[src/rtl/prog_loader_if.sv]
// Boot loader signal bundle: host byte stream in, instruction-memory writes and
// core reset/status out. The host side uses "master"; the loader uses "slave".
interface prog_loader_if #(
  parameter int ADDR_W = 8,
  parameter int DATA_W = 16
);
  logic [7:0]        in_data;
  logic              in_valid;
  logic              in_ready;
  logic              imem_we;
  logic [ADDR_W-1:0] imem_addr;
  logic [DATA_W-1:0] imem_wdata;
  logic              cpu_rst;
  logic              done;
  logic              err;
  logic [ADDR_W:0]   words_loaded;

  modport master (
    output in_data, in_valid,
    input  in_ready, imem_we, imem_addr, imem_wdata, cpu_rst, done, err, words_loaded
  );

  modport slave (
    input  in_data, in_valid,
    output in_ready, imem_we, imem_addr, imem_wdata, cpu_rst, done, err, words_loaded
  );
endinterface

[src/rtl/prog_loader.sv]
// Boot-time program loader: parses COUNT/payload/CHK byte stream, writes words to
// instruction memory from address 0 and releases the core only on a verified image.
module prog_loader #(
  parameter int ADDR_W = 8,
  parameter int DATA_W = 16
) (
  input  logic           clk,
  input  logic           rst,
  prog_loader_if.slave   bus
);

  localparam int             BYTES    = DATA_W / 8;
  localparam int             IDX_W    = (BYTES > 1) ? $clog2(BYTES) : 1;
  localparam logic [IDX_W-1:0] LAST_IDX = IDX_W'(BYTES - 1);
  localparam logic [16:0]    DEPTH    = 17'(1 << ADDR_W);

  typedef enum logic [2:0] {
    S_HDR_LO,
    S_HDR_HI,
    S_DATA,
    S_CHK,
    S_DONE,
    S_ERR
  } state_e;

  state_e            state_q, state_d;
  logic              inReady_q;
  logic [15:0]       count_q;
  logic [7:0]        chk_q;
  logic [IDX_W-1:0]  byteIdx_q;
  logic [DATA_W-1:0] asm_q;
  logic [ADDR_W:0]   words_q;
  logic              imemWe_q;
  logic [ADDR_W-1:0] imemAddr_q;
  logic [DATA_W-1:0] imemWdata_q;
  logic              cpuRst_q;
  logic              done_q;
  logic              err_q;

  logic              xfer;
  logic [16:0]       countHdr;
  logic [DATA_W-1:0] wordNext;
  logic              wordDone;
  logic [ADDR_W:0]   wordsInc;
  logic              lastWord;

  // Next-state decode; bytes shift in from the top so the first byte ends in [7:0].
  always_comb begin
    xfer     = bus.in_valid && inReady_q;
    countHdr = {1'b0, bus.in_data, count_q[7:0]};
    wordNext = asm_q >> 8;
    wordNext[DATA_W-1 -: 8] = bus.in_data;
    wordDone = (byteIdx_q == LAST_IDX);
    wordsInc = words_q + 1'b1;
    lastWord = (17'(wordsInc) == {1'b0, count_q});
    state_d  = state_q;
    if (xfer) begin
      case (state_q)
        S_HDR_LO: state_d = S_HDR_HI;
        S_HDR_HI: begin
          if (countHdr > DEPTH)       state_d = S_ERR;
          else if (countHdr == '0)    state_d = S_CHK;
          else                        state_d = S_DATA;
        end
        S_DATA:   if (wordDone && lastWord) state_d = S_CHK;
        S_CHK:    state_d = (bus.in_data == chk_q) ? S_DONE : S_ERR;
        default:  state_d = state_q;
      endcase
    end
  end

  // Status outputs follow the registered state, so done/err/cpu_rst lag entry by one edge.
  always_ff @(posedge clk or posedge rst) begin
    if (rst) begin
      state_q     <= S_HDR_LO;
      inReady_q   <= 1'b0;
      count_q     <= '0;
      chk_q       <= '0;
      byteIdx_q   <= '0;
      asm_q       <= '0;
      words_q     <= '0;
      imemWe_q    <= 1'b0;
      imemAddr_q  <= '0;
      imemWdata_q <= '0;
      cpuRst_q    <= 1'b1;
      done_q      <= 1'b0;
      err_q       <= 1'b0;
    end else begin
      state_q   <= state_d;
      inReady_q <= (state_d != S_DONE) && (state_d != S_ERR);
      imemWe_q  <= 1'b0;
      done_q    <= (state_q == S_DONE);
      err_q     <= (state_q == S_ERR);
      cpuRst_q  <= (state_q != S_DONE);
      if (xfer) begin
        case (state_q)
          S_HDR_LO: begin
            count_q[7:0] <= bus.in_data;
            chk_q        <= bus.in_data;
          end
          S_HDR_HI: begin
            count_q[15:8] <= bus.in_data;
            chk_q         <= chk_q ^ bus.in_data;
            byteIdx_q     <= '0;
          end
          S_DATA: begin
            chk_q <= chk_q ^ bus.in_data;
            asm_q <= wordNext;
            if (wordDone) begin
              byteIdx_q   <= '0;
              imemWe_q    <= 1'b1;
              imemAddr_q  <= words_q[ADDR_W-1:0];
              imemWdata_q <= wordNext;
              words_q     <= wordsInc;
            end else begin
              byteIdx_q <= byteIdx_q + 1'b1;
            end
          end
          default: ;
        endcase
      end
    end
  end

  assign bus.in_ready     = inReady_q;
  assign bus.imem_we      = imemWe_q;
  assign bus.imem_addr    = imemAddr_q;
  assign bus.imem_wdata   = imemWdata_q;
  assign bus.cpu_rst      = cpuRst_q;
  assign bus.done         = done_q;
  assign bus.err          = err_q;
  assign bus.words_loaded = words_q;

endmodule

[src/flat_wrapper.sv]
// flat-port wrapper written by rule: the top's interface ports become plain ports
module prog_loader_flat 
#(
  parameter int ADDR_W = 8,
  parameter int DATA_W = 16
)
  (clk, rst, bus_in_data, bus_in_valid, bus_in_ready, bus_imem_we, bus_imem_addr, bus_imem_wdata, bus_cpu_rst, bus_done, bus_err, bus_words_loaded);
  prog_loader_if #(.ADDR_W(ADDR_W), .DATA_W(DATA_W)) bus_i ();
  input  logic clk;
  input  logic rst;
  input wire logic [$bits(bus_i.in_data)-1:0] bus_in_data;
  input wire logic [$bits(bus_i.in_valid)-1:0] bus_in_valid;
  output wire logic [$bits(bus_i.in_ready)-1:0] bus_in_ready;
  output wire logic [$bits(bus_i.imem_we)-1:0] bus_imem_we;
  output wire logic [$bits(bus_i.imem_addr)-1:0] bus_imem_addr;
  output wire logic [$bits(bus_i.imem_wdata)-1:0] bus_imem_wdata;
  output wire logic [$bits(bus_i.cpu_rst)-1:0] bus_cpu_rst;
  output wire logic [$bits(bus_i.done)-1:0] bus_done;
  output wire logic [$bits(bus_i.err)-1:0] bus_err;
  output wire logic [$bits(bus_i.words_loaded)-1:0] bus_words_loaded;
  assign bus_i.in_data = bus_in_data;
  assign bus_i.in_valid = bus_in_valid;
  assign bus_in_ready = bus_i.in_ready;
  assign bus_imem_we = bus_i.imem_we;
  assign bus_imem_addr = bus_i.imem_addr;
  assign bus_imem_wdata = bus_i.imem_wdata;
  assign bus_cpu_rst = bus_i.cpu_rst;
  assign bus_done = bus_i.done;
  assign bus_err = bus_i.err;
  assign bus_words_loaded = bus_i.words_loaded;
  prog_loader #(.ADDR_W(ADDR_W), .DATA_W(DATA_W)) u_core (.clk(clk), .rst(rst), .bus(bus_i));
endmodule
[config.mk]
export PLATFORM = sky130hd
export DESIGN_NAME = prog_loader_flat
export DESIGN_NICKNAME = d
export VERILOG_FILES = /design/src/rtl/prog_loader_if.sv /design/src/rtl/prog_loader.sv /design/src/flat_wrapper.sv
export SDC_FILE = /design/constraint.sdc
export NUM_CORES = 1
export LEC_CHECK = 0
export BUFFER_PORTS_ARGS = -buffer_cell sky130_fd_sc_hd__buf_4
export CAP_MARGIN = 20
export CORE_ASPECT_RATIO = 1.1
export CORE_UTILIZATION = 57
export DETAILED_ROUTE_END_ITERATION = 8
export PLACE_DENSITY = 0.76
export SLEW_MARGIN = 0
export SYNTH_ARGS = -nofsm -noshare
export SYNTH_HDL_FRONTEND = slang
export SYNTH_SLANG_ARGS = --single-unit
export TNS_END_PERCENT = 5
[constraint.sdc]
create_clock -name clk -period 3.25 [get_ports clk]
set_clock_uncertainty 0.1 [all_clocks]
set_input_delay 0.65 -clock clk [delete_from_list [all_inputs] [get_ports clk]]
set_output_delay 0.65 -clock clk [all_outputs]
set_load 0.02 [all_outputs]
==> results of run 1 <==
cell families (layout without fill, tap and decap cells):
logic type | after synthesis | count (layout)
xor+xnor | 24 | 24
compound gates | 40 | 40
fa+ha+maj | 1 | 1
mux | 17 | 17
simple gates | 155 | 155
buf+inv | 28 | 75
flops | 74 | 74
cell usage after synthesis, types with 2 or more instances:
library cell,count
nand4b_1,2
nor2b_1,4
clkbuf_1,5
buf_1,3
xor2_1,13
nand4_1,4
a21oi_1,15
nand2b_1,2
buf_6,2
o32ai_1,2
nor3_2,2
a311oi_1,8
buf_4,2
nand3_1,4
dfrtp_1,73
xnor2_1,11
buf_2,5
inv_1,7
nor3_1,4
nor4_1,3
nor2_1,14
o21a_1,2
or4_1,4
nand2_1,100
mux2_1,6
mux2_2,10
inv_2,2
o21ai_0,7
how the worst max path moves through the flow:
stage,to,from,cells past startpoint
final,u_core.bus.words_loaded[2],u_core.state_q[1],6
after global routing,u_core.bus.words_loaded[2],u_core.state_q[1],6
after CTS,u_core.bus.words_loaded[2],u_core.state_q[1],6
after detailed placement,u_core.bus.words_loaded[2],u_core.state_q[1],6
after global placement,u_core.bus.words_loaded[2],bus_in_valid,6
after floorplan,u_core.asm_q[10],rst,1
sequential cells by signal (all words and copies together), names as in the netlist:
signal,cells
u_core.bus.err,1
u_core.byteIdx_q,1
u_core.bus.done,1
u_core.bus.words_loaded,9
u_core.bus.imem_wdata,16
u_core.state_q,3
u_core.bus.in_ready,1
u_core.count_q,16
u_core.bus.imem_addr,8
u_core.bus.imem_we,1
u_core.asm_q,8
u_core.bus.cpu_rst,1
u_core.chk_q,8
layer usage:
layer | routed length, um | global-route usage, % | vias up | part of all wire, %
met5 | 0 | 0 | - | 0
met4 | 189 | 13.8 | 0 | 2.7
met3 | 275 | 5.10 | 19 | 3.9
met2 | 3490 | 38.7 | 67 | 49
met1 | 3120 | 34.9 | 1253 | 44
li1 | - | - | 1221 | -
worst register-to-register path, delay by kind of cell (launching register included):
family                    cells  cell delay [ns]
xor gates and xnor gates      1             0.15
and+or+nand+nor               4             1.21
DFF                           1             0.52
buffers and inverters         1             0.35
power groups by stage:
stage          combinational (mW)  sequential [mW]  clock (mW)
5_1_grt                     0.326             1.12       0.837
6_report                    0.288             1.11       0.789
3_3_place_gp                0.278             1.12           0
2_1_floorplan               0.218             1.11           0
4_1_cts                     0.290             1.11       0.794
3_5_place_dp                0.288             1.12           0
cell type report:
class / instances / area share [%]
Multi-Input combinational cell: 237 / 35.1
Tap cell: 77 / 2.41
Timing Repair Buffer: 50 / 9.72
Clock inverter: 5 / 1.94
Sequential cell: 74 / 46.4
Clock buffer: 11 / 3.54
Inverter: 9 / 0.846
stage by stage:
step	utilization [%]	hold WS, ns
after global placement	65.4	0.355
final	69.2	0.278
after CTS	69.2	0.294
after floorplan	-	0.339
after global routing	69.2	0.317
after detailed placement	65.4	0.363
==> metrics.txt, run 1 <==
CTS root buf=clkbuf_8; DPL Wire Length=4.68 mm; Net Count, Synth=351; placed cell count=447; period utilisation layout=75.1%; ant diodes=0; grt total ovfl=0; worst r2r dst=u_core.bus.words_loaded[2]; design area=3990 um^2; largest family of logic cells by synthesized area=simple AND/OR/NAND/NOR gates; area post-placement=3770 um^2; TritonRoute pass-1 iters=4; FF-to-FF path depth=6; Data required, critical path=3.38 ns; Max stage delay cell, worst path=dfrtp_1; reg2reg setup slack=0.81 ns; Die Ht=82.9 um; first-pass GRT wire length=12.1 mm; initial core utilization=58.8%; Clock Latency Late Sink=0.35 ns; critical path startpoint category=register; syn avg cell area=10.0 um^2; number of global-route vias before repair=2,526; clock share of power=36.1%; Cells after Synth=339; Buf/Inv on CP=1; Synth warnings=0; I/O Buffers=48; RSZ-0062 raised after global routing=false; actual slew at the worst max-slew pin=0.492 ns; initial DRC count=186; share of the synthesized area in the top cell type=53.8%; asr flop ratio synth=100%; DIE AREA=6270 um^2; Post-Synth Simple-Gate Area=21.2%; # nets final=393; Max clock buf depth=2; worst setup path category=register to register; Worst Setup Slack, final=0.809 ns; crit-path cells=nor3b_2 > and3_1 > nand2_4 > inv_2 > nand2_1 > xnor2_1; drt via density=5.53; Layout Area Growth over Synthesis=17.6%; max-slew violations=0; CTS tree=built; Final Non-Filler Cells=463; CTS sink count=74; # fillers=443; CP peak stage delay=0.52 ns; sequential power share=50.7%; Final Critical Period=2.44 ns; Post-Synth Adder-Cell Area=0.369%; dpl ws=0.872 ns; Main synth FF type=dfrtp_1; H-tree depth=3; pwr/cell area=548 nW/um^2; Max Cap Viol=0; switch share=26.0%; Synth Area in Compound Gates=7.89%; post-synthesis cell area=3390 um^2; Register Area=1850 um^2; multiplexer share of the synthesized area=5.60%; largest cells by area after synthesis=dfrtp_1, nand2_1, xor2_1; Routed Antenna Nets=0; GR Util All Layers=25.8%; arrival time worst endpoint=2.57 ns; path type of the worst min-delay path=input pin to async pin; P_sw=0.569 mW; Synth cell types=51; gpl congestion=0.788; synthesized flop and latch total=74; Int Power=1.62 mW; pin count of the biggest net entering global routing=75; Clock Pin Slew Worst Setup and Hold Paths=0.08 ns; total design power=2.19 mW; post-route setup TNS=0 ns; f_max=410 MHz; leak pwr=2.03 nW; post_cts resized=0; most frequent cells in the layout=nand2_1, dfrtp_1, buf_4, a21oi_1, nor2_1; WL final=7.07 mm; status=completed; initial antenna violation count=0; R2R Path Start=u_core.state_q[1]; Multi-input gate area=1400 um^2; DR DRC count=0; Synth area leader=dfrtp_1; IO Pins=49; Worst path top cell family by delay=simple AND/OR/NAND/NOR gates; Post-Synth XOR/XNOR Area=6.19%; Gate power share=13.2%; worst-path fanout max=36; Core Footprint=5770 um^2; Relative slew margins=67.2%; CTS Buf Count=9; worst vdd ir=436 uV; CP Capture Type=register; sequential area share after synthesis=54.6%; DR WL/cell=15.3 um; num rows=29; final setup vio count=0; commonest non-fill, non-tap cell in the layout=nand2_1; hold buffer count at cts=0; layout cells sized above 1=22.8%; final hold vios=0; number of enable flip-flop cells after synthesis=0; postcts setup bufs=0; vias=2,560; Die W=75.6 um
Power figures use the tool's default switching activity.
==> inputs of run 2 (changes only) <==
==> constraint.sdc (replaced) <==
create_clock -name clk -period 2.4 [get_ports clk]
set_clock_uncertainty 0.1 [all_clocks]
set_input_delay 0.48 -clock clk [delete_from_list [all_inputs] [get_ports clk]]
set_output_delay 0.48 -clock clk [all_outputs]
set_load 0.02 [all_outputs]
==> run 2 against run 1 <==
Fmax is 18% higher; via count is 2.7% higher; clock-buffer cell count is 1 lower; power is 32% higher; register-to-register slack worse by 0.48 ns; critical path depth stayed put; worst hold slack worse by 0.24 ns; combinational power is 36% higher; sequential cell count stayed put; sequential power is 35% higher; critical path type unchanged; largest cell class unchanged.
==> metrics.txt, run 2 (synthesized netlist as in run 1, its figures left out) <==
CP Capture Type=register; initial DRC count=122 (-34%); H-tree depth=3 (unchanged); period utilisation layout=86.3% (+11 points); drt via density=5.63 (+1.8%); DIE AREA=6270 um^2 (unchanged); CTS root buf=clkbuf_8; Layout Area Growth over Synthesis=18.1%; Max stage delay cell, worst path=or3_1; clock share of power=34.3% (-1.8 points); initial antenna violation count=0 (unchanged); actual slew at the worst max-slew pin=0.460 ns (-0.0320 ns); # nets final=397 (+1.0%); f_max=483 MHz (+18%); final setup vio count=0 (unchanged); reg2reg setup slack=0.33 ns (-0.48 ns); DPL Wire Length=5.07 mm (+8.5%); Clock Pin Slew Worst Setup and Hold Paths=0.08 ns (about the same); CTS tree=built; Die Ht=82.9 um (unchanged); Relative slew margins=69.3% (+2.1 points); post_cts resized=0 (unchanged); Data required, critical path=2.52 ns (-0.86 ns); # fillers=455 (+2.7%); CTS sink count=74 (unchanged); Gate power share=13.7% (+0.5 points); Die W=75.6 um (unchanged); path type of the worst min-delay path=input pin to async pin; num rows=29 (unchanged); crit-path cells=nor3b_2 > and3_1 > buf_4 > or3_1 > nor2_1 > a311oi_1; ant diodes=0 (unchanged); Int Power=2.09 mW (+29%); Core Footprint=5770 um^2 (unchanged); commonest non-fill, non-tap cell in the layout=nand2_1; status=completed; Max Cap Viol=0 (unchanged); IO Pins=49 (unchanged); pin count of the biggest net entering global routing=34 (-55%); critical path startpoint category=register; CP peak stage delay=0.51 ns (about the same); postcts setup bufs=0 (unchanged); Worst path top cell family by delay=simple AND/OR/NAND/NOR gates; DR WL/cell=15.4 um (+0.84%); gpl congestion=0.815 (+3.4%); sequential power share=52.0% (+1.3 points); Routed Antenna Nets=0 (unchanged); final hold vios=0 (unchanged); DR DRC count=0 (unchanged); leak pwr=2.04 nW (+0.45%); Buf/Inv on CP=1 (unchanged); Final Critical Period=2.07 ns (-0.370 ns); worst-path fanout max=10 (-72%); pwr/cell area=718 nW/um^2 (+31%); switch share=27.4% (+1.4 points); most frequent cells in the layout=nand2_1, dfrtp_1, buf_4, a21oi_1, nor2_1; grt total ovfl=0 (unchanged); worst vdd ir=460 uV (+5.5%); layout cells sized above 1=23.8% (+1.0 points); post-route setup TNS=0 ns (unchanged); hold buffer count at cts=0 (unchanged); max-slew violations=0 (unchanged); Clock Latency Late Sink=0.35 ns (about the same); first-pass GRT wire length=12.2 mm (+0.57%); arrival time worst endpoint=2.19 ns (-0.38 ns); Final Non-Filler Cells=467 (+0.86%); CTS Buf Count=9 (unchanged); P_sw=0.788 mW (+39%); WL final=7.19 mm (+1.7%); RSZ-0062 raised after global routing=false; number of global-route vias before repair=2,470 (-2.2%); TritonRoute pass-1 iters=4 (unchanged); worst setup path category=register to register; placed cell count=451 (+0.89%); GR Util All Layers=26.2% (+0.35 points); vias=2,628 (+2.7%); I/O Buffers=48 (unchanged); Max clock buf depth=2 (unchanged); initial core utilization=58.8% (unchanged)
## run 2: cell count changes in the layout (fill, tap and decap cells not counted)
cell	delta
clkinv_4	+1
inv_2	-1
bufinv_16	-1
clkinvlp_4	+1
buf_4	+4
clkbuf_1	-1
inv_6	+1
## run 2: worst paths after layout
| kind | from | end | depth (start not counted) |
|---|---|---|---|
| setup / recovery | u_core.state_q[1] | u_core.chk_q[5] | 6 |
| hold / removal | rst | u_core.bus.imem_wdata[0] | 2 |
| setup reg to reg | u_core.state_q[1] | u_core.chk_q[5] | 6 |
| hold reg to reg | u_core.bus.imem_addr[7] | u_core.bus.imem_addr[7] | 2 |
| max in group asynchronous | rst | u_core.bus.imem_addr[4] | 3 |
| min in group clk | bus_in_data[1] | u_core.chk_q[1] | 2 |
## run 2: final cells by class
cell class	instances	area, um^2	share of cell area (%)
clock buffers	10	138	3.43
clock inverters	6	65.1	1.62
inverters	9	37.5	0.936
multi-input cells	237	1400	35.0
flip-flops and latches	74	1850	46.2
well taps	77	96.3	2.40
repair buffers	54	418	10.4
## run 2: routing by layer
metal / up-vias / part of all wire, % / GRT usage [%]
li1: 1232 / - / -
met1: 1295 / 44 / 36.0
met5: - / 0 / 0
met4: 0 / 2.7 / 13.8
met3: 18 / 3.9 / 4.25
met2: 83 / 50 / 39.4
## run 2: per-stage QoR
step	setup slack, ns	power, mW	cell area, um^2	utilization, %	hold slack, ns
after global placement	0.369	1.90	3810	66.0	0.357
after global routing	0.139	3.00	4010	69.5	0.0602
after floorplan	0.436	1.80	3400	-	0.339
final	0.329	2.88	4010	69.5	0.0376
after detailed placement	0.348	1.91	3810	66.0	0.366
after CTS	0.338	2.89	4010	69.5	0.0376
## run 2: worst reg2reg max path, cell delays in order, from the launching register on
cell and delay [ns]:
dfrtp_1 0.48, nor3b_2 0.21, and3_1 0.24, buf_4 0.19, or3_1 0.51, nor2_1 0.15
a311oi_1 0.06
## run 2: power by group through the flow
| stage | clock (mW) | combinational, mW | sequential [mW] |
|---|---|---|---|
| 5_1_grt | 1.05 | 0.439 | 1.52 |
| 6_report | 0.987 | 0.393 | 1.50 |
| 3_5_place_dp | 0 | 0.392 | 1.52 |
| 4_1_cts | 0.999 | 0.396 | 1.50 |
| 2_1_floorplan | 0 | 0.296 | 1.50 |
| 3_3_place_gp | 0 | 0.378 | 1.52 |
==> inputs of run 3 (changes only) <==
--- a/config.mk
+++ b/config.mk
@@ -10,7 +10,8 @@
 export CORE_ASPECT_RATIO = 1.1
 export CORE_UTILIZATION = 57
 export DETAILED_ROUTE_END_ITERATION = 8
-export PLACE_DENSITY = 0.76
+export GPL_TIMING_DRIVEN = 0
+export PLACE_DENSITY = 0.83
 export SLEW_MARGIN = 0
 export SYNTH_ARGS = -nofsm -noshare
 export SYNTH_HDL_FRONTEND = slang
==> run 3 against run 2 <==
Cell count up 1.3%; register-to-register slack worse by 0.02 ns; clock-buffer cell count up 2; sequential share of layout area down 0.39 points; clock power up 11%; via count up 0.23%; sequential power about the same; power up 4.4%; first-iteration DRC count up 29%; non-clock buffer count up 6; core utilization up 0.59 points.
==> metrics.txt, run 3 (synthesized netlist as in run 1, its figures left out) <==
# nets final=403 (+1.5%); Final Non-Filler Cells=473 (+1.3%); M1 WL=3.12 mm (-0.83%); P_sw=0.784 mW (-0.51%); initial DRC count=157 (+29%); arrival time worst endpoint=2.24 ns (+0.05 ns); R2R Path Start=u_core.state_q[2]; f_max=479 MHz (-0.88%); CP Capture Type=register; path type of the worst min-delay path=input pin to async pin; Clock Latency Late Sink=0.35 ns (about the same); status=completed; post-route setup TNS=0 ns (unchanged); sequential power share=49.9% (-2.1 points); WL final=7.27 mm (+1.1%); layout cells sized above 1=22.7% (-1.1 points); WL met2=3.57 mm (about the same); Final Critical Period=2.09 ns (+0.0183 ns); vias=2,634 (+0.23%); commonest non-fill, non-tap cell in the layout=nand2_1; CP peak stage delay=0.54 ns (+0.03 ns); Clock Pin Slew Worst Setup and Hold Paths=0.07 ns (about the same); Max clock buf depth=2 (unchanged); drt via density=5.57 (-1.0%); DIE AREA=6270 um^2 (unchanged); Max stage delay cell, worst path=nor3_2; cell depth of the worst setup path=6 (unchanged); most frequent cells in the layout=nand2_1, dfrtp_1, buf_4, a21oi_1, nor2_1; DPL Wire Length=4.99 mm (-1.6%); final setup vio count=0 (unchanged); leak pwr=2.05 nW (+0.45%); period utilisation layout=87.1% (+0.76 points); number of global-route vias before repair=2,550 (+3.2%); Die W=75.6 um (unchanged); Relative slew margins=41.8% (-27 points); Layout Utilization=70.1% (+0.59 points); TritonRoute pass-1 iters=4 (unchanged); CTS sink count=74 (unchanged); post_cts resized=0 (unchanged); crit-path cells=nand3b_1 > nor3_2 > or3_1 > buf_6 > nor2_1 > a311oi_1; pwr/cell area=743 nW/um^2 (+3.5%); Gate power share=13.4% (-0.3 points); DR DRC count=0 (unchanged); ant diodes=0 (unchanged); Routed Antenna Nets=0 (unchanged); clock share of power=36.7% (+2.4 points); crit path from=u_core.state_q[2]; CTS root buf=clkbuf_8; worst r2r dst=u_core.chk_q[0]; first-pass GRT wire length=12.0 mm (-1.3%); IO Pins=49 (unchanged); worst vdd ir=492 uV (+6.9%); initial core utilization=58.8% (unchanged); CTS Buf Count=9 (unchanged); CTS tree=built; actual slew at the worst max-slew pin=0.872 ns (+0.412 ns); placed cell count=457 (+1.3%); GR Util All Layers=25.8% (-0.38 points); postcts setup bufs=0 (unchanged); FF-to-FF path depth=6 (unchanged); pin count of the biggest net entering global routing=43 (+26%); Top Layer Used=met4; Max Cap Viol=0 (unchanged); total design power=3.00 mW (+4.4%); worst setup path category=register to register; worst-path fanout max=10 (unchanged); Buf/Inv on CP=1 (unchanged); Data required, critical path=2.55 ns (+0.03 ns); met3 wire len=377 um (+35%); hold buffer count at cts=0 (unchanged); I/O Buffers=40 (-17%); max-slew violations=0 (unchanged); gpl congestion=0.853 (+4.7%); switch share=26.1% (-1.3 points); final hold vios=0 (unchanged); RSZ-0062 raised after global routing=false; Worst path top cell family by delay=simple AND/OR/NAND/NOR gates; H-tree depth=3 (unchanged); Layout Area Growth over Synthesis=19.1%; DR WL/cell=15.4 um (-0.18%); Worst Setup EP=u_core.chk_q[0]; initial antenna violation count=0 (unchanged); Die Ht=82.9 um (unchanged); num rows=29 (unchanged); reg2reg setup slack=0.31 ns (-0.02 ns); Int Power=2.22 mW (+6.3%); grt total ovfl=0 (unchanged); critical path startpoint category=register; Core Footprint=5770 um^2 (unchanged); # fillers=413 (-9.2%)
==> run 3: power by group through the flow <==
| stage | sequential [mW] | clock (mW) | combinational, mW |
|---|---|---|---|
| floorplan | 1.50 | 0 | 0.296 |
| global placement | 1.51 | 0 | 0.373 |
| detailed placement | 1.52 | 0 | 0.399 |
| CTS | 1.49 | 1.11 | 0.403 |
| global route | 1.52 | 1.16 | 0.448 |
| finish | 1.50 | 1.10 | 0.402 |
==> run 3: per-stage QoR <==
step / hold WS, ns / setup WS [ns] / instance area, um^2
after CTS: 0.220 / 0.331 / 4040
after detailed placement: 0.357 / 0.291 / 3810
after floorplan: 0.339 / 0.436 / 3400
after global placement: 0.351 / 0.324 / 3790
final: 0.192 / 0.310 / 4040
after global routing: 0.280 / 0.159 / 4040
==> run 3: metal layers <==
| metal | track usage, % | vias up |
|---|---|---|
| met2 | 39.2 | 77 |
| li1 | - | 1241 |
| met5 | 0 | - |
| met3 | 4.25 | 17 |
| met1 | 35.5 | 1299 |
| met4 | 12.8 | 0 |
==> run 3: worst min-delay path by stage <==
stage	to	slack [ns]	cells past startpoint
floorplan	u_core.asm_q[10]	0.34	2
global placement	u_core.asm_q[10]	0.35	2
detailed placement	u_core.asm_q[12]	0.36	2
CTS	u_core.chk_q[4]	0.22	2
global route	u_core.chk_q[4]	0.28	2
finish	u_core.asm_q[14]	0.19	2
==> run 3: layout make-up <==
type / instances / area, um^2 / area share (%)
Inverter: 9 / 37.5 / 0.929
Tap cell: 77 / 96.3 / 2.38
Clock inverter: 4 / 73.8 / 1.83
Timing Repair Buffer: 41 / 320 / 7.92
Sequential cell: 74 / 1850 / 45.8
Multi-Input combinational cell: 237 / 1400 / 34.7
Clock buffer: 12 / 155 / 3.84
Buffer: 19 / 105 / 2.60
